--- src/rtl/tcp_vlg_rx_dispatch.sv ---
// Receive-side dispatcher for an established TCP connection: classifies parsed segments into
// one-cycle event strobes, tracks duplicate ACKs and holds the forced-ACK request for the TX arbiter.
module tcp_vlg_rx_dispatch #(
   parameter int ACK_DELAY_TICKS = 200,
   parameter int DUP_ACK_THRESH  = 3,
   parameter bit VERBOSE         = 1,
   parameter     DUT_STRING      = ""
) (
   input  logic        clk,
   input  logic        rst,
   input  logic        connected,
   input  logic [31:0] tcb_rem_ip,
   input  logic [15:0] tcb_rem_port,
   input  logic [15:0] tcb_loc_port,
   input  logic [31:0] loc_ack,
   input  logic [31:0] rem_ack,
   input  logic [31:0] last_seq,
   input  logic        rx_val,
   input  logic        rx_err,
   input  logic [31:0] rx_src_ip,
   input  logic [15:0] rx_src_port,
   input  logic [15:0] rx_dst_port,
   input  logic [31:0] rx_seq,
   input  logic [31:0] rx_ack,
   input  logic [8:0]  rx_flags,
   input  logic [15:0] rx_wnd,
   input  logic [15:0] rx_pld_len,
   output logic        ack_upd,
   output logic [31:0] rem_ack_new,
   output logic [15:0] rem_wnd,
   output logic        pld_ok,
   output logic        ooo,
   output logic        ka_rcvd,
   output logic        fin_rcvd,
   output logic        rst_rcvd,
   output logic        fast_rtx,
   output logic [2:0]  dup_cnt,
   output logic        send_ack,
   input  logic        ack_sent
);

   localparam int TMR_W = (ACK_DELAY_TICKS > 1) ? $clog2(ACK_DELAY_TICKS) : 1;
   localparam logic [TMR_W-1:0] TMR_LAST = TMR_W'(ACK_DELAY_TICKS - 1);
   localparam logic [2:0] DUP_THR = 3'(DUP_ACK_THRESH);

   typedef enum logic {idle_s, check_s} state_t;

   state_t state, state_nxt;

   logic [31:0] seq_p1, ack_p1;
   logic [15:0] wnd_p1, len_p1;
   logic        fin_p1, rstf_p1, ackf_p1;

   logic             tmr_run;
   logic [TMR_W-1:0] tmr_cnt;
   logic             tmr_exp;

   logic c_upd, c_pld, c_ooo, c_ka, c_fin, c_rst, c_dup, c_req, c_tstart, c_fast;
   logic [2:0] dup_inc;
   logic accept;

   wire unused_cfg = ^{VERBOSE, DUT_STRING, rx_flags[8:5], rx_flags[3], rx_flags[1]};

   // Modular sequence compare: a is after b when the signed distance is positive
   function automatic logic seq_after(input logic [31:0] a, input logic [31:0] b);
      logic signed [31:0] diff;
      diff = signed'(a - b);
      return diff > 0;
   endfunction

   assign accept = rx_val && !rx_err && connected &&
                   rx_src_ip == tcb_rem_ip && rx_src_port == tcb_rem_port &&
                   rx_dst_port == tcb_loc_port;

   // Stage 1: capture header fields of an accepted segment
   always_ff @(posedge clk) begin
      if (accept) begin
         seq_p1  <= rx_seq;
         ack_p1  <= rx_ack;
         wnd_p1  <= rx_wnd;
         len_p1  <= rx_pld_len;
         fin_p1  <= rx_flags[0];
         rstf_p1 <= rx_flags[2];
         ackf_p1 <= rx_flags[4];
      end
   end

   always_ff @(posedge clk or negedge rst) begin
      if (!rst) state <= idle_s;
      else      state <= state_nxt;
   end

   always_comb begin
      state_nxt = idle_s;
      case (state)
         idle_s:  if (accept) state_nxt = check_s;
         check_s: if (accept) state_nxt = check_s;
         default: state_nxt = idle_s;
      endcase
   end

   always_comb begin
      c_upd = 1'b0; c_pld = 1'b0; c_ooo = 1'b0; c_ka = 1'b0; c_fin = 1'b0;
      c_rst = 1'b0; c_dup = 1'b0; c_req = 1'b0; c_tstart = 1'b0;
      if (state == check_s && connected) begin
         if (rstf_p1) begin
            c_rst = 1'b1;
         end else begin
            if (ackf_p1) begin
               if (seq_after(ack_p1, rem_ack) && !seq_after(ack_p1, last_seq))
                  c_upd = 1'b1;
               else if (ack_p1 == rem_ack && len_p1 == 16'd0 && wnd_p1 == rem_wnd && !fin_p1)
                  c_dup = 1'b1;
               else if (seq_after(ack_p1, last_seq))
                  c_req = 1'b1;
            end
            // A second in-order segment while the delay timer runs is ACKed at once
            if (seq_p1 == loc_ack && len_p1 != 16'd0) begin
               c_pld = 1'b1;
               if (tmr_run) c_req    = 1'b1;
               else         c_tstart = 1'b1;
            end else if (len_p1 <= 16'd1 && seq_p1 == loc_ack - 32'd1) begin
               c_ka  = 1'b1;
               c_req = 1'b1;
            end else if (seq_after(loc_ack, seq_p1)) begin
               c_req = 1'b1;
            end else if (seq_after(seq_p1, loc_ack)) begin
               c_ooo = 1'b1;
               c_req = 1'b1;
            end
            if (fin_p1) begin
               c_fin = 1'b1;
               c_req = 1'b1;
            end
         end
      end
   end

   assign dup_inc = (dup_cnt == 3'd7) ? 3'd7 : dup_cnt + 3'd1;
   assign c_fast  = c_dup && dup_inc == DUP_THR && dup_cnt != DUP_THR;
   assign tmr_exp = tmr_run && tmr_cnt == TMR_LAST;

   // Stage 2: registered strobes, duplicate-ACK count, delay timer and ACK request
   always_ff @(posedge clk or negedge rst) begin
      if (!rst) begin
         ack_upd     <= 1'b0;
         pld_ok      <= 1'b0;
         ooo         <= 1'b0;
         ka_rcvd     <= 1'b0;
         fin_rcvd    <= 1'b0;
         rst_rcvd    <= 1'b0;
         fast_rtx    <= 1'b0;
         rem_ack_new <= 32'd0;
         rem_wnd     <= 16'd0;
         dup_cnt     <= 3'd0;
         tmr_run     <= 1'b0;
         tmr_cnt     <= '0;
         send_ack    <= 1'b0;
      end else begin
         ack_upd  <= c_upd;
         pld_ok   <= c_pld;
         ooo      <= c_ooo;
         ka_rcvd  <= c_ka;
         fin_rcvd <= c_fin;
         rst_rcvd <= c_rst;
         fast_rtx <= c_fast;
         if (c_upd) begin
            rem_ack_new <= ack_p1;
            rem_wnd     <= wnd_p1;
         end

         if (!connected || c_rst || c_upd) dup_cnt <= 3'd0;
         else if (c_dup)                   dup_cnt <= dup_inc;

         if (!connected || c_rst) begin
            tmr_run <= 1'b0;
            tmr_cnt <= '0;
         end else if (c_tstart) begin
            tmr_run <= 1'b1;
            tmr_cnt <= '0;
         end else if (ack_sent || tmr_exp) begin
            tmr_run <= 1'b0;
            tmr_cnt <= '0;
         end else if (tmr_run) begin
            tmr_cnt <= tmr_cnt + TMR_W'(1);
         end

         // A new request outranks ack_sent so it is never lost
         if (!connected || c_rst)  send_ack <= 1'b0;
         else if (c_req || tmr_exp) send_ack <= 1'b1;
         else if (ack_sent)        send_ack <= 1'b0;
      end
   end

endmodule

--- config.mk ---
export PLATFORM = sky130hd
export DESIGN_NAME = tcp_vlg_rx_dispatch
export DESIGN_NICKNAME = d
export VERILOG_FILES = /design/src/rtl/tcp_vlg_rx_dispatch.sv
export SDC_FILE = /design/constraint.sdc
export NUM_CORES = 1
export LEC_CHECK = 0
export ABC_AREA = 1
export CELL_PAD_IN_SITES_DETAIL_PLACEMENT = 0
export CELL_PAD_IN_SITES_GLOBAL_PLACEMENT = 1
export CORE_UTILIZATION = 39
export DETAILED_ROUTE_END_ITERATION = 10
export PLACE_DENSITY = 0.95
export SLEW_MARGIN = 10
export SYNTH_ARGS = -nofsm -noshare
export SYNTH_HDL_FRONTEND = slang
export SYNTH_SLANG_ARGS = --single-unit
--- constraint.sdc ---
create_clock -name clk -period 6.8 [get_ports clk]
set_clock_uncertainty 0.15 [all_clocks]
set_input_delay 0.68 -clock clk [delete_from_list [all_inputs] [get_ports clk]]
set_output_delay 0.68 -clock clk [all_outputs]
set_load 0.05 [all_outputs]
## Yosys cells after proc, flatten, opt, wreduce, memory -nomap -nowiden

Cells that the tools add are included.

- Reductions and logical operators: 29
- Add/sub/neg operators: 7
- Magnitude comparators: 5
- Equal/unequal tests: 11
- Multiplexer cells: 57

Operators by type and width:

| operator | number |
|---|---|
| $eq 32x32->1 | 4 |
| $gt 32x1->1 const B | 4 |
| $sub 32x32->32 | 4 |
| $mux 1 | 50 |
| $eq 16x16->1 | 3 |
| $mux 8 | 4 |
| $sub 32x1->32 const B | 1 |
| $le 16x1->1 const B | 1 |
| $logic_not 16->1 | 1 |
| $reduce_bool 16->1 | 1 |
| $logic_and 1x1->1 | 15 |
| $mux 3 | 3 |
| $add 8x1->8 const B | 1 |
| $eq 8x8->1 const B | 1 |
| $reduce_bool 3->1 | 2 |
| $logic_not 1->1 | 4 |
| $logic_or 1x1->1 | 4 |
| $reduce_bool 4->1 | 1 |
| $add 3x1->3 const B | 1 |
| $eq 3x2->1 const B | 1 |
| $eq 3x3->1 const B | 1 |
| $ne 3x2->1 const B | 1 |
| $reduce_bool 2->1 | 1 |

- Output and inout port bits: 59
- Bits of input ports: 335
- Bits in registers: 168
- Word-level logic and storage cells: 130

## Longest topological paths before layout

Gate-level depths: netlist (run 1).

- Depth after elaboration: 17
- Mapped depth: 25

## Worst setup path before layout (run 1)

Ideal clock, no wire load.

- Path kind: input to register
- Start: input port rx_src_ip[10]
- End: register state
- Arrival time: 5,794 ps
- Cell stages on the path: 6
- Library setup time: 563 ps
- Path buffers: 0
- Required time: 6,087 ps
- Path slack: 293 ps
- Cell sequence: inv_1 > a22o_1 > or4_1 > nor3_1 > nand4_1 > nor2_1

- Cells in the longest elaborated chain, start to end: 5

RTL lines:

| element | RTL line | source |
|---|---|---|
| start: declaration | 20 | `input logic [31:0] rx_src_ip,` |
| $eq 32x32->1 | 72 | `rx_src_ip == tcb_rem_ip && rx_src_port == tcb_rem_port &&` |
| $logic_and 1x1->1 | 71 | `assign accept = rx_val && !rx_err && connected &&` |
| $logic_and 1x1->1 (2 in a row) | 72 |  |
| via accept | 60 | `logic accept;` |
| $mux 1 | 96, 97 |  |
| end signal: assignment | 89 | `if (!rst) state <= idle_s;` |
| end signal: assignment | 90 | `else state <= state_nxt;` |
| end: declaration | 48 | `state_t state, state_nxt;` |

The timed path passes the listed nets, and every way through them passes these cells.
A chain may end at the register's enable or synchronous reset.

## Final worst setup path (run 1)

- Start: input port loc_ack[11]
- End: register send_ack

- Cells in the longest elaborated chain, start to end: 12
- Elaborated cells between the ends (all ways): 20

RTL lines:

| element | RTL line | source |
|---|---|---|
| start: declaration | 15 | `input logic [31:0] loc_ack,` |
| $sub 32x32->32 | 67 | `diff = signed'(a - b);` |
| $gt 32x1->1 | 68 | `return diff > 0;` |
| $mux 1 | 127 | `end else if (seq_after(seq_p1, loc_ack)) begin` |
| $mux 1 | 125 | `end else if (seq_after(loc_ack, seq_p1)) begin` |
| $mux 1 | 122 | `end else if (len_p1 <= 16'd1 && seq_p1 == loc_ack - 32'd1) begin` |
| $mux 1 * | 118 | `if (seq_p1 == loc_ack && len_p1 != 16'd0) begin` |
| $mux 1 * | 131 | `if (fin_p1) begin` |
| $mux 1 * | 106 | `if (rstf_p1) begin` |
| $mux 1 * | 105 | `if (state == check_s && connected) begin` |
| $logic_or 1x1->1 * | 190 | `else if (c_req \|\| tmr_exp) send_ack <= 1'b1;` |
| $mux 1 | 190 |  |
| $mux 1 | 189 | `if (!connected \|\| c_rst) send_ack <= 1'b0;` |
| end signal: assignment | 189 |  |
| end signal: assignment | 190 |  |
| end signal: assignment | 191 | `else if (ack_sent) send_ack <= 1'b0;` |
| end: declaration | 38 | `output logic send_ack,` |

Mark *: on every way between the ends. The rest lies on a longest branch, timed or not.

==> results of run 1 <==
## cells in the final DEF (no fill, tap or decap), types with 8 or more instances in the layout
master,count
sky130_fd_sc_hd__nand2_1,1106
sky130_fd_sc_hd__o21ai_0,46
sky130_fd_sc_hd__edfxtp_1,99
sky130_fd_sc_hd__or2_2,15
sky130_fd_sc_hd__nor2_2,9
sky130_fd_sc_hd__o22ai_1,11
sky130_fd_sc_hd__a21oi_1,101
sky130_fd_sc_hd__ha_1,128
sky130_fd_sc_hd__a22o_1,8
sky130_fd_sc_hd__nand3b_1,8
sky130_fd_sc_hd__inv_2,15
sky130_fd_sc_hd__nor4_1,13
sky130_fd_sc_hd__nand3_1,166
sky130_fd_sc_hd__inv_1,554
sky130_fd_sc_hd__xor2_1,103
sky130_fd_sc_hd__xnor2_1,31
sky130_fd_sc_hd__clkbuf_16,17
sky130_fd_sc_hd__nand4_1,53
sky130_fd_sc_hd__clkdlybuf4s50_1,386
sky130_fd_sc_hd__nor2_1,273
sky130_fd_sc_hd__o21bai_1,10
sky130_fd_sc_hd__nor3_1,33
sky130_fd_sc_hd__dfrtp_1,69
## logic make-up (layout without fill, tap and decap cells)
kind of cell	count (synthesis)	count (layout)	synth area share, %
AO/OA/AOI/OAI	212	212	6.800
other	0	6	0
flip-flops	168	168	26.14
XOR/XNOR	134	134	6.528
buffers and inverters	594	993	12.73
AND/OR/NAND/NOR	1698	1698	38.67
adder cells (fa/ha/maj)	130	130	9.131
## path summary, 6_finish.rpt
path	cells after the start	slack (ns)	end	startpoint
worst max-delay path	19	2.77	send_ack	loc_ack[11]
worst min-delay path	1	0.20	rem_wnd[8]	rst
worst max register to register	21	3.09	dup_cnt[0]	ack_p1[22]
worst min register to register	2	0.33	rem_ack_new[3]	rem_ack_new[3]
max in group asynchronous	1	5.66	rem_ack_new[5]	rst
min in group clk	2	0.33	rem_ack_new[3]	rem_ack_new[3]
## through the flow
stage | hold slack, ns | instances
3_5_place_dp | 0.3141 | 3903
6_report | 0.1997 | 3941
2_1_floorplan | 0.2344 | 2936
3_3_place_gp | 0.3113 | 3903
5_1_grt | 0.2761 | 3940
4_1_cts | 0.2332 | 3935
## registers in the layout (all words and copies together), names as in the netlist, 3 cells and up
| signal | flops |
|---|---|
| len_p1 | 16 |
| wnd_p1 | 16 |
| seq_p1 | 32 |
| rem_wnd | 16 |
| ack_p1 | 32 |
| rem_ack_new | 32 |
| tmr_cnt | 8 |
| dup_cnt | 3 |
## layer usage
layer / track usage (%) / vias to the layer above / routed length, um
met5: 0 / - / 80
met4: 11.95 / 12 / 2330
met3: 4.716 / 119 / 3838
met2: 45.47 / 523 / 30030
met1: 34.70 / 8451 / 28150
li1: - / 9888 / -
## synthesized netlist by cell type (all sizes together)
cell type / count / share of area, %
ha: 128 / 8.9
o21bai: 10 / 0.42
a2111oi: 1 / 0.049
inv: 570 / 12
a221oi: 5 / 0.24
o32ai: 1 / 0.049
a21o: 1 / 0.042
fa: 2 / 0.22
nor3: 33 / 0.92
a211oi: 1 / 0.042
dfrtp: 69 / 9.6
nor3b: 3 / 0.13
o21ai: 53 / 1.5
clkbuf: 10 / 0.26
or4: 2 / 0.083
a21boi: 6 / 0.25
a22oi: 3 / 0.13
nand2: 1109 / 23
nor4: 13 / 0.45
o211ai: 1 / 0.042
o21a: 2 / 0.083
o31ai: 1 / 0.042
o221ai: 1 / 0.049
and2: 6 / 0.21
nor2: 283 / 6.0
a32o: 1 / 0.056
buf: 13 / 0.54
a21oi: 103 / 2.9
clkinv: 1 / 0.021
nand3: 168 / 4.8
xnor2: 31 / 1.5
xor2: 103 / 5.0
a22o: 8 / 0.39
nand3b: 8 / 0.33
o2111ai: 1 / 0.049
or2: 16 / 0.56
o22ai: 11 / 0.38
a211o: 1 / 0.049
a31oi: 1 / 0.035
and3: 4 / 0.14
edfxtp: 99 / 17
nand4: 53 / 1.8
## power groups by stage
| stage | logic (mW) | clock network, mW | registers (mW) |
|---|---|---|---|
| 2_1_floorplan | 0.397 | 0 | 1.10 |
| 3_3_place_gp | 0.737 | 0 | 1.10 |
| 3_5_place_dp | 0.740 | 0 | 1.10 |
| 4_1_cts | 0.745 | 1.03 | 1.08 |
| 5_1_grt | 0.832 | 1.07 | 1.08 |
| 6_report | 0.752 | 1.01 | 1.08 |
## critical path, cell delays in order
cell	delay (ns)
sky130_fd_sc_hd__clkdlybuf4s50_1	0.68
sky130_fd_sc_hd__inv_1	0.14
sky130_fd_sc_hd__ha_1	0.49
sky130_fd_sc_hd__nand2_1	0.13
sky130_fd_sc_hd__nor2_1	0.28
sky130_fd_sc_hd__inv_1	0.14
sky130_fd_sc_hd__nor2_1	0.15
sky130_fd_sc_hd__nand2_1	0.07
sky130_fd_sc_hd__nand2_1	0.16
sky130_fd_sc_hd__xor2_1	0.22
sky130_fd_sc_hd__nand3_1	0.10
sky130_fd_sc_hd__nor3_1	0.31
sky130_fd_sc_hd__nand3_1	0.15
sky130_fd_sc_hd__nand2_1	0.20
sky130_fd_sc_hd__nand3_1	0.11
sky130_fd_sc_hd__nand2_1	0.07
sky130_fd_sc_hd__nand2_1	0.04
sky130_fd_sc_hd__nand2_1	0.05
sky130_fd_sc_hd__a21oi_1	0.06
## final cells by class
type	instances	share of cell area (%)
Clock inverter	15	0.7636
Antenna cell	6	0.06499
Sequential cell	168	20.34
Multi-Input combinational cell	2174	47.60
Timing Repair Buffer	390	16.85
Clock buffer	17	1.841
Inverter	571	9.288
Tap cell	600	3.249
==> impl_table.tex, run 1 <==
\begin{tabular}{lr}
\hline
Metric & Value \\
\hline
\multicolumn{2}{l}{\textbf{Pwr}} \\
Worst-case vdd ir drop & 0.1632 mV \\
Power share of the sequential group & 38.0\% \\
Internal power & 2.002 mW \\
Switching power & 840.1 uW \\
Comb pwr share & 26.4\% \\
Post-layout power & 2.843 mW \\
Sw Ratio & 29.55\% \\
Static Leak & 12.03 nW \\
Areal power density over the cells & 123.0 nW/um\^{}2 \\
Clock network fraction of total power & 35.5\% \\
\multicolumn{2}{l}{\textbf{Route}} \\
Overall via count from detail\_route & 18990 \\
Routed wire length & 64430 um \\
Number of antenna-violating nets in the routed design & 0 \\
Starting DRC count in detailed routing & 1198 \\
Drt drc & 0 \\
Vias per inst & 4.819 \\
Drt wl/cell & 16.35 um \\
Detailed-router iteration count before antenna repair & 5 \\
\multicolumn{2}{l}{\textbf{Worst setup path}} \\
Critical path type & input port to register \\
Largest driver fanout on the critical path & 7 \\
Kind of launch point of the worst setup path & input port \\
Required time worst endpoint & 6.99 ns \\
Worst path arrival time & 4.22 ns \\
Setup crit end kind & register \\
\multicolumn{2}{l}{\textbf{Cells and area}} \\
Number of nets in the final layout & 3787 \\
Area of the multi-input gates & 11000 um\^{}2 \\
\# fillers & 4685 \\
Reg area & 4700 um\^{}2 \\
Layout Cell Area excl Fill & 23100 um\^{}2 \\
Layout overhead on the synthesized area & 28.51\% \\
Ratio of cells with drive above 1 in the final layout & 2.459\% \\
Core Util, Final & 50.91\% \\
\multicolumn{2}{l}{\textbf{Timing}} \\
Finish-stage setup viols & 0 \\
Relative slew slack & 36.23\% \\
Post-route setup slack & 2.772 ns \\
Pins over their slew limit & 0 \\
Maximum clock frequency & 0.2483 GHz \\
Sum Neg Setup Slack & 0 ns \\
Slew @ Worst Pin & 0.9566 ns \\
Setup repair after global routing missed its margin & false \\
Ratio of final minimum period to clock period & 59.24\% \\
Time the worst path needs with I/O delays and setup & 4.028 ns \\
Final hold violation count & 0 \\
\multicolumn{2}{l}{\textbf{Floorplanning}} \\
Die extent in x & 216.7 um \\
Core ar. & 45380 um\^{}2 \\
Initial Utilization & 39.61\% \\
Height of the chip & 216.7 um \\
Area of the die & 46960 um\^{}2 \\
Top-Level Pins & 394 \\
Cell Rows & 78 \\
\multicolumn{2}{l}{\textbf{Global routing}} \\
Largest net degree at the start of global routing & 70 \\
Overall track demand over capacity in global routing & 27.37\% \\
Overflow left after global routing & 0 \\
Antenna violations before repair & 12 \\
Vias in the first global route & 18070 \\
Global-route wire length before repair & 98500 um \\
\multicolumn{2}{l}{\textbf{Clocking}} \\
Total setup buffers inserted after CTS & 0 \\
Post-cts repair resize count & 0 \\
Worst skew pair latency & 0.46 ns \\
Number of buffers created by CTS & 17 \\
Post-CTS Hold Fix Bufs & 0 \\
CTS tree & done \\
H-tree depth & 4 \\
Root cell of the clock tree & sky130\_fd\_sc\_hd\_\_clkbuf\_16 \\
CTS sink count & 168 \\
Buffer levels on the longest clock path & 2 \\
Clock edge transition at the registers on the reported setup and hold paths & 0.07 ns \\
\multicolumn{2}{l}{\textbf{Worst hold path}} \\
Path category of the worst min-delay check & input port to asynchronous set/reset pin \\
\multicolumn{2}{l}{\textbf{Logic synthesis}} \\
Sequential area share after synthesis & 26.14\% \\
Average size of a mapped cell & 6.123 um\^{}2 \\
Number of synthesis warnings & 0 \\
Post-synthesis instance area & 17980 um\^{}2 \\
Yosys reg bits & 168 \\
Number of distinct library cells after synthesis & 55 \\
Net count after synthesis & 3401 \\
Instance count of the mapped netlist & 2936 \\
\multicolumn{2}{l}{\textbf{Run status}} \\
Outcome & finished clean \\
\multicolumn{2}{l}{\textbf{Job}} \\
Max-cap violation count & 0 \\
\multicolumn{2}{l}{\textbf{Placement}} \\
Final weighted congestion in routability-driven placement & 0.9881 \\
Pre-CTS setup slack & 2.412 ns \\
DP Wirelength & 55300 um \\
Cell area reported after detailed placement & 22490 um\^{}2 \\
Port bufs & 387 \\
\hline
\end{tabular}
Note: power is estimated with default switching activity, not from simulation.
==> run 2, diff against run 1 <==
Settings changed: CORE_UTILIZATION 39 to 33, PLACE_DENSITY 0.95 to 0.92.
Clock period 6.8 ns to 3.3 ns, I/O delays scaled along.
==> impl_table.tex, run 2 (synthesized netlist as in run 1, its figures left out) <==
\begin{tabular}{lr}
\hline
Metric & Value \\
\hline
\multicolumn{2}{l}{\textbf{Run status}} \\
Outcome & finished clean \\
\multicolumn{2}{l}{\textbf{Worst setup path}} \\
Worst setup slack for register-to-register paths & 0.14 ns (-2.95 ns) \\
Critical path type & register to register \\
Startpoint of the most critical register-to-register path & ack\_p1[3] \\
Kind of launch point of the worst setup path & register \\
Critical path startpoint & ack\_p1[3] \\
Required time worst endpoint & 3.49 ns (-3.50 ns) \\
Largest driver fanout on the critical path & 17 (+10) \\
Worst path arrival time & 3.35 ns (-0.87 ns) \\
Setup crit end kind & register \\
\multicolumn{2}{l}{\textbf{Pwr}} \\
Static Leak & 14.09 nW (+17\%) \\
Worst-case vdd ir drop & 0.4002 mV (+150\%) \\
Areal power density over the cells & 227.4 nW/um\^{}2 (+85\%) \\
\multicolumn{2}{l}{\textbf{Cells and area}} \\
Ratio of cells with drive above 1 in the final layout & 16.95\% (+14 points) \\
Biggest registers after layout & ack\_p1 (32), rem\_ack\_new (32), seq\_p1 (32) \\
Layout overhead on the synthesized area & 51.22\% \\
Commonest cells after routing, fill and taps aside & sky130\_fd\_sc\_hd\_\_nand2\_1 (1079), sky130\_fd\_sc\_hd\_\_inv\_1 (551), sky130\_fd\_sc\_hd\_\_buf\_4 (405) \\
Layout Cell Area excl Fill & 27180 um\^{}2 (+18\%) \\
Number of nets in the final layout & 4198 (+11\%) \\
Commonest non-fill, non-tap cell in the layout & sky130\_fd\_sc\_hd\_\_nand2\_1 \\
Number of standard cells in the final layout excluding fillers & 4443 (+13\%) \\
\multicolumn{2}{l}{\textbf{Timing}} \\
Final hold violation count & 0 (unchanged) \\
Time the worst path needs with I/O delays and setup & 3.155 ns \\
Finish-stage setup viols & 0 (unchanged) \\
Sum Neg Setup Slack & 0 ns (unchanged) \\
Final hold slack & 0.2756 ns (+0.07595 ns) \\
Pins over their slew limit & 0 (unchanged) \\
Relative slew slack & 36.23\% (about the same) \\
Maximum clock frequency & 0.3169 GHz \\
Ratio of final minimum period to clock period & 95.62\% \\
Slew @ Worst Pin & 0.9565 ns (-0.00002921 ns) \\
Setup repair after global routing missed its margin & true \\
\multicolumn{2}{l}{\textbf{Floorplanning}} \\
Height of the chip & 235.4 um (+8.6\%) \\
Area of the die & 55410 um\^{}2 (+18\%) \\
Die extent in x & 235.4 um (+8.6\%) \\
Cell Rows & 85 (+9.0\%) \\
Initial Utilization & 33.41\% (-6.2 points) \\
Core ar. & 53810 um\^{}2 (+19\%) \\
Top-Level Pins & 394 (unchanged) \\
\multicolumn{2}{l}{\textbf{Clocking}} \\
Number of buffers created by CTS & 17 (unchanged) \\
Root cell of the clock tree & sky130\_fd\_sc\_hd\_\_clkbuf\_16 \\
Buffer levels on the longest clock path & 2 (unchanged) \\
H-tree depth & 4 (unchanged) \\
CTS sink count & 168 (unchanged) \\
Worst skew pair latency & 0.45 ns (about the same) \\
Clock edge transition at the registers on the reported setup and hold paths & 0.07 ns (about the same) \\
CTS tree & done \\
\multicolumn{2}{l}{\textbf{Placement}} \\
Final weighted congestion in routability-driven placement & 0.9900 (+0.19\%) \\
Placed Cells & 4394 (+13\%) \\
Cell area reported after detailed placement & 25660 um\^{}2 (+14\%) \\
DP Wirelength & 61290 um (+11\%) \\
Port bufs & 387 (unchanged) \\
\multicolumn{2}{l}{\textbf{Route}} \\
Drt wl/cell & 16.10 um (-1.5\%) \\
Drt drc & 0 (unchanged) \\
Routed wire length & 71510 um (+11\%) \\
Detailed-router iteration count before antenna repair & 5 (unchanged) \\
Vias per inst & 4.677 (-2.9\%) \\
Starting DRC count in detailed routing & 1179 (-1.6\%) \\
Overall via count from detail\_route & 20780 (+9.4\%) \\
Number of antenna-violating nets in the routed design & 0 (unchanged) \\
\multicolumn{2}{l}{\textbf{Job}} \\
Max-cap violation count & 0 (unchanged) \\
\multicolumn{2}{l}{\textbf{Global routing}} \\
Antenna violations before repair & 9 (-3) \\
Global-route wire length before repair & 107600 um (+9.2\%) \\
Largest net degree at the start of global routing & 70 (unchanged) \\
Overflow left after global routing & 0 (unchanged) \\
Overall track demand over capacity in global routing & 25.09\% (-2.3 points) \\
Vias in the first global route & 20290 (+12\%) \\
\multicolumn{2}{l}{\textbf{Worst hold path}} \\
Path category of the worst min-delay check & input port to register \\
Start point of the worst hold path & rx\_ack[6] \\
\hline
\end{tabular}
## run 2: changes by cell type in the layout (fill, tap and decap cells not counted), moves of 20 or more
cell	previous run	this run
sky130_fd_sc_hd__nand2_2	3	27
sky130_fd_sc_hd__buf_4	4	405
sky130_fd_sc_hd__a21oi_1	101	81
sky130_fd_sc_hd__ha_1	128	85
sky130_fd_sc_hd__nor2_1	273	239
sky130_fd_sc_hd__ha_4	0	33
sky130_fd_sc_hd__a21oi_2	2	22
sky130_fd_sc_hd__nor2_2	9	40
sky130_fd_sc_hd__nand2_1	1106	1079
## run 2: final timing paths
path | to | cells after the start
worst max-delay path | rem_wnd[10] | 19
worst min-delay path | ack_p1[6] | 1
worst max register to register | rem_wnd[10] | 19
worst min register to register | rem_ack_new[30] | 2
max in group asynchronous | rem_ack_new[26] | 2
min in group asynchronous | rem_wnd[15] | 2
## run 2: per-layer routing
layer,track usage (%),share of wire [%]
met1,30.42,41
met2,44.32,49
met3,3.729,5.4
met4,10.02,4.0
met5,0,0.12
## run 2: metrics by stage
stage,power [mW],worst slack (ns),util (%)
after floorplan,3.091,-0.08712,-
after global placement,4.074,-0.3483,47.68
after detailed placement,4.081,-0.4280,47.68
after CTS,6.135,0.02777,48.81
after global routing,6.505,-0.04502,50.51
final,6.182,0.1447,50.52
## run 2: repair_timing
action,4_1_cts,5_1_grt
setup buffers,0,14
cloned,0,1
hold buffers,1,0
endpoints found under the setup margin,39,55
pin swaps,0,17
endpoints found under the hold margin,69,0
resized for setup,1,175
## run 2: cell type report
| class | count | area, um^2 |
|---|---|---|
| Tap cell | 696 | 870.8 |
| Antenna cell | 1 | 2.502 |
| Clock buffer | 21 | 481.7 |
| Timing Repair Buffer | 801 | 7082 |
| Sequential cell | 168 | 4700 |
| Clock inverter | 11 | 111.4 |
| Inverter | 571 | 2156 |
| Fill cell | 5427 | 26630 |
| Multi-Input combinational cell | 2174 | 11780 |
## run 2: where the power goes
part / internal [mW] / switching, mW / total (mW)
clock: 1.14 / 0.897 / 2.03
combinational: 0.981 / 0.941 / 1.92
sequential: 2.23 / 0.0000000000000000802 / 2.23
## run 2: critical path: stages (launching register included)
cell and delay (ns):
sky130_fd_sc_hd__edfxtp_1 0.40, sky130_fd_sc_hd__buf_4 0.17, sky130_fd_sc_hd__ha_1 0.36, sky130_fd_sc_hd__a21oi_2 0.27, sky130_fd_sc_hd__o21ai_4 0.11, sky130_fd_sc_hd__nand3_1 0.09
sky130_fd_sc_hd__nand3b_1 0.15, sky130_fd_sc_hd__buf_4 0.17, sky130_fd_sc_hd__xor2_1 0.13, sky130_fd_sc_hd__nor2_1 0.10, sky130_fd_sc_hd__nand3_1 0.11, sky130_fd_sc_hd__nor2_2 0.13
sky130_fd_sc_hd__nand3_1 0.09, sky130_fd_sc_hd__nand2_1 0.07, sky130_fd_sc_hd__inv_2 0.05, sky130_fd_sc_hd__nand3_4 0.11, sky130_fd_sc_hd__inv_6 0.07, sky130_fd_sc_hd__clkbuf_16 0.19
sky130_fd_sc_hd__nand2_1 0.07, sky130_fd_sc_hd__nand2_1 0.06
==> run 3, diff against run 2 <==
Settings changed: ABC_AREA 1 to not set, CORE_ASPECT_RATIO set to 2, CORE_UTILIZATION 33 to 34, PLACE_DENSITY 0.92 to 0.9.
==> impl_table.tex, run 3 <==
\begin{tabular}{lr}
\hline
Metric & Value \\
\hline
\multicolumn{2}{l}{\textbf{Floorplanning}} \\
Initial Utilization & 34.38\% (+0.97 points) \\
Area of the die & 48820 um\^{}2 (-12\%) \\
Height of the chip & 311.5 um (+32\%) \\
Cell Rows & 113 (+33\%) \\
Core ar. & 47360 um\^{}2 (-12\%) \\
Top-Level Pins & 394 (unchanged) \\
Die extent in x & 156.7 um (-33\%) \\
\multicolumn{2}{l}{\textbf{Logic synthesis}} \\
EDFF count, synth & 99 (unchanged) \\
Instance count of the mapped netlist & 1909 (-35\%) \\
Number of distinct library cells after synthesis & 91 (+65\%) \\
Post-synthesis instance area & 16280 um\^{}2 (-9.4\%) \\
Net count after synthesis & 2374 (-30\%) \\
Number of synthesis warnings & 0 (unchanged) \\
Share of flip-flops with an asynchronous set or reset & 41.07\% (unchanged) \\
Count leader, synth & sky130\_fd\_sc\_hd\_\_inv\_1 \\
Biggest area consumer among synthesized cells & sky130\_fd\_sc\_hd\_\_edfxtp\_1 \\
Synth area leaders & sky130\_fd\_sc\_hd\_\_edfxtp\_1 (18\%), sky130\_fd\_sc\_hd\_\_dfrtp\_1 (11\%), sky130\_fd\_sc\_hd\_\_ha\_1 (9.8\%) \\
Top cell type's share of synthesized area & 18.26\% (-4.8 points) \\
Average size of a mapped cell & 8.529 um\^{}2 (+39\%) \\
Top\_reg\_cell synth & sky130\_fd\_sc\_hd\_\_edfxtp\_1 \\
Sequential area share after synthesis & 28.86\% (+2.7 points) \\
Yosys reg bits & 168 (unchanged) \\
Leading post-synthesis cells by instance count & sky130\_fd\_sc\_hd\_\_inv\_1 (166), sky130\_fd\_sc\_hd\_\_a21oi\_1 (145), sky130\_fd\_sc\_hd\_\_ha\_1 (128) \\
\multicolumn{2}{l}{\textbf{Clocking}} \\
CTS tree & done \\
Worst skew pair latency & 0.48 ns (+0.03 ns) \\
Clock edge transition at the registers on the reported setup and hold paths & 0.09 ns (+0.02 ns) \\
Number of buffers created by CTS & 17 (unchanged) \\
Buffer levels on the longest clock path & 2 (unchanged) \\
Root cell of the clock tree & sky130\_fd\_sc\_hd\_\_clkbuf\_16 \\
H-tree depth & 4 (unchanged) \\
CTS sink count & 168 (unchanged) \\
\multicolumn{2}{l}{\textbf{Route}} \\
Vias per inst & 5.648 (+21\%) \\
Drt drc & 0 (unchanged) \\
Starting DRC count in detailed routing & 1163 (-1.4\%) \\
Overall via count from detail\_route & 20060 (-3.5\%) \\
Drt wl/cell & 22.93 um (+42\%) \\
Detailed-router iteration count before antenna repair & 8 (+3) \\
Routed wire length & 81440 um (+14\%) \\
Number of antenna-violating nets in the routed design & 0 (unchanged) \\
\multicolumn{2}{l}{\textbf{Global routing}} \\
Antenna violations before repair & 8 (-1) \\
Global-route wire length before repair & 120200 um (+12\%) \\
Overall track demand over capacity in global routing & 33.19\% (+8.1 points) \\
Largest net degree at the start of global routing & 70 (unchanged) \\
Vias in the first global route & 21750 (+7.2\%) \\
Overflow left after global routing & 0 (unchanged) \\
\multicolumn{2}{l}{\textbf{Pwr}} \\
Areal power density over the cells & 235.3 nW/um\^{}2 (+3.5\%) \\
Post-layout power & 6.543 mW (+5.8\%) \\
Worst-case vdd ir drop & 0.2244 mV (-44\%) \\
Static Leak & 12.06 nW (-14\%) \\
\multicolumn{2}{l}{\textbf{Worst setup path}} \\
Worst path arrival time & 4.49 ns (+1.14 ns) \\
Largest driver fanout on the critical path & 12 (-5) \\
Setup crit end kind & register \\
Kind of launch point of the worst setup path & register \\
Critical path type & register to register \\
Worst r2r path cells & 17 (-2) \\
Required time worst endpoint & 3.49 ns (about the same) \\
\multicolumn{2}{l}{\textbf{Run status}} \\
Violations in the final reports & negative setup slack \\
Outcome & complete, but fails checks \\
\multicolumn{2}{l}{\textbf{Timing}} \\
Pins over their slew limit & 0 (unchanged) \\
Relative slew slack & 31.53\% (-4.7 points) \\
Slew @ Worst Pin & 1.022 ns (+0.06577 ns) \\
Post-route setup slack & -0.9973 ns (-1.142 ns) \\
Ratio of final minimum period to clock period & 130.2\% (+35 points) \\
Time the worst path needs with I/O delays and setup & 4.297 ns (+1.142 ns) \\
Sum Neg Setup Slack & -50.59 ns (-50.59 ns) \\
Final hold violation count & 0 (unchanged) \\
Maximum clock frequency & 0.2327 GHz (-27\%) \\
Setup repair after global routing missed its margin & true \\
Final hold slack & 0.2543 ns (-0.02136 ns) \\
Finish-stage setup viols & 55 (+55) \\
\multicolumn{2}{l}{\textbf{Placement}} \\
Final weighted congestion in routability-driven placement & 1.091 (+10\%) \\
Port bufs & 387 (unchanged) \\
DP Wirelength & 65090 um (+6.2\%) \\
Cell area reported after detailed placement & 25600 um\^{}2 (-0.22\%) \\
\multicolumn{2}{l}{\textbf{Cells and area}} \\
Number of nets in the final layout & 3366 (-20\%) \\
Commonest non-fill, non-tap cell in the layout & sky130\_fd\_sc\_hd\_\_buf\_4 \\
Layout Cell Area excl Fill & 27810 um\^{}2 (+2.3\%) \\
Biggest registers after layout & ack\_p1 (32), rem\_ack\_new (32), seq\_p1 (32) \\
Core Util, Final & 58.71\% (+8.2 points) \\
Commonest cells after routing, fill and taps aside & sky130\_fd\_sc\_hd\_\_buf\_4 (598), sky130\_fd\_sc\_hd\_\_clkdlybuf4s50\_1 (375), sky130\_fd\_sc\_hd\_\_inv\_1 (162) \\
Layout overhead on the synthesized area & 70.79\% \\
Ratio of cells with drive above 1 in the final layout & 31.78\% (+15 points) \\
\# fillers & 3939 (-27\%) \\
\multicolumn{2}{l}{\textbf{Job}} \\
Max-cap violation count & 0 (unchanged) \\
\multicolumn{2}{l}{\textbf{Worst hold path}} \\
Number of cells on the worst hold path & 1 (unchanged) \\
Path category of the worst min-delay check & input port to register \\
\hline
\end{tabular}
run 3: cell count changes after synthesis, sizes merged, moves of 55 or more:
cell | before | now
xnor2 | 31 | 116
nor2 | 283 | 127
inv | 570 | 166
o21ai | 53 | 111
mux2 | 0 | 55
nand3 | 168 | 51
nand2 | 1109 | 109
run 3: through the flow:
step | std cells | setup slack, ns
6_report | 3551 | -0.9973
5_1_grt | 3550 | -1.132
4_1_cts | 3525 | -0.9147
3_5_place_dp | 3472 | -1.509
3_3_place_gp | 3472 | -1.552
2_1_floorplan | 1909 | -1.486
run 3: power breakdown:
| group | internal (mW) | total (mW) | switching (mW) |
|---|---|---|---|
| Combinational | 1.13 | 2.16 | 1.03 |
| Clock | 1.14 | 2.16 | 1.02 |
| Sequential | 2.23 | 2.23 | 0.0000000000000000914 |
run 3: kinds of logic (layout without fill, tap and decap cells):
group                    after synthesis  in the layout  synth area share [%]
XOR/XNOR                             173            173                 9.306
buffers and inverters                230           1235                 5.502
other                                  0              5                     0
flip-flops                           168            168                 28.86
AND/OR/NAND/NOR                      609            609                 19.99
AO/OA/AOI/OAI                        528            528                 21.47
adder cells (fa/ha/maj)              130            130                 10.08
multiplexers                          71             71                 4.788
run 3: worst max-delay path, stage by stage, from the launching register on:
cell,delay [ns]
sky130_fd_sc_hd__edfxtp_1,0.39
sky130_fd_sc_hd__inv_2,0.10
sky130_fd_sc_hd__ha_4,0.18
sky130_fd_sc_hd__fa_2,0.34
sky130_fd_sc_hd__nand2b_4,0.17
sky130_fd_sc_hd__a22o_1,0.20
sky130_fd_sc_hd__a211oi_2,0.21
sky130_fd_sc_hd__nand4_1,0.20
sky130_fd_sc_hd__a2111oi_2,0.25
sky130_fd_sc_hd__buf_4,0.17
sky130_fd_sc_hd__nand4_1,0.12
sky130_fd_sc_hd__nor4_2,0.34
sky130_fd_sc_hd__and4_4,0.31
sky130_fd_sc_hd__nor2_4,0.05
sky130_fd_sc_hd__nor3_4,0.27
sky130_fd_sc_hd__buf_12,0.21
sky130_fd_sc_hd__buf_12,0.17
sky130_fd_sc_hd__mux2_4,0.31
run 3: repair_timing:
action | 4_1_cts | 5_1_grt
endpoints found under the hold margin | 69 | 0
pin swaps | 51 | 54
cloned | 1 | 1
setup buffers | 21 | 23
gates resized for setup | 171 | 102
endpoints found under the setup margin | 64 | 62
hold buffers | 1 | 0
run 3: layer usage:
layer / share of wire, % / track usage (%) / vias to the layer above / wire, um
li1: - / - / 9062 / -
met1: 30 / 27.95 / 9562 / 24550
met2: 54 / 64.06 / 962 / 43970
met3: 4.8 / 4.812 / 463 / 3942
met4: 11 / 31.06 / 8 / 8930
met5: 0.060 / 0 / - / 49
run 3: cell type report:
cell class | instances | area (um^2) | area share, %
multi-input combinational | 1511 | 12040 | 43.28
timing repair buffer | 1037 | 9050 | 32.54
antenna | 5 | 12.51 | 0.04499
clock buffer | 19 | 432.9 | 1.557
inverter | 166 | 630.6 | 2.268
tap | 632 | 790.8 | 2.844
sequential | 168 | 4700 | 16.90
clock inverter | 13 | 156.4 | 0.5624
run 3: final timing paths:
check | startpoint | to | slack [ns]
max | ack_p1[0] | rem_wnd[9] | -1.0
min | rx_ack[5] | ack_p1[5] | 0.25
max reg2reg | ack_p1[0] | rem_wnd[9] | -1.0
min reg2reg | tmr_cnt[7] | tmr_cnt[7] | 0.34
max in group asynchronous | rst | rem_ack_new[8] | 1.93
min in group asynchronous | rst | fast_rtx | 0.42
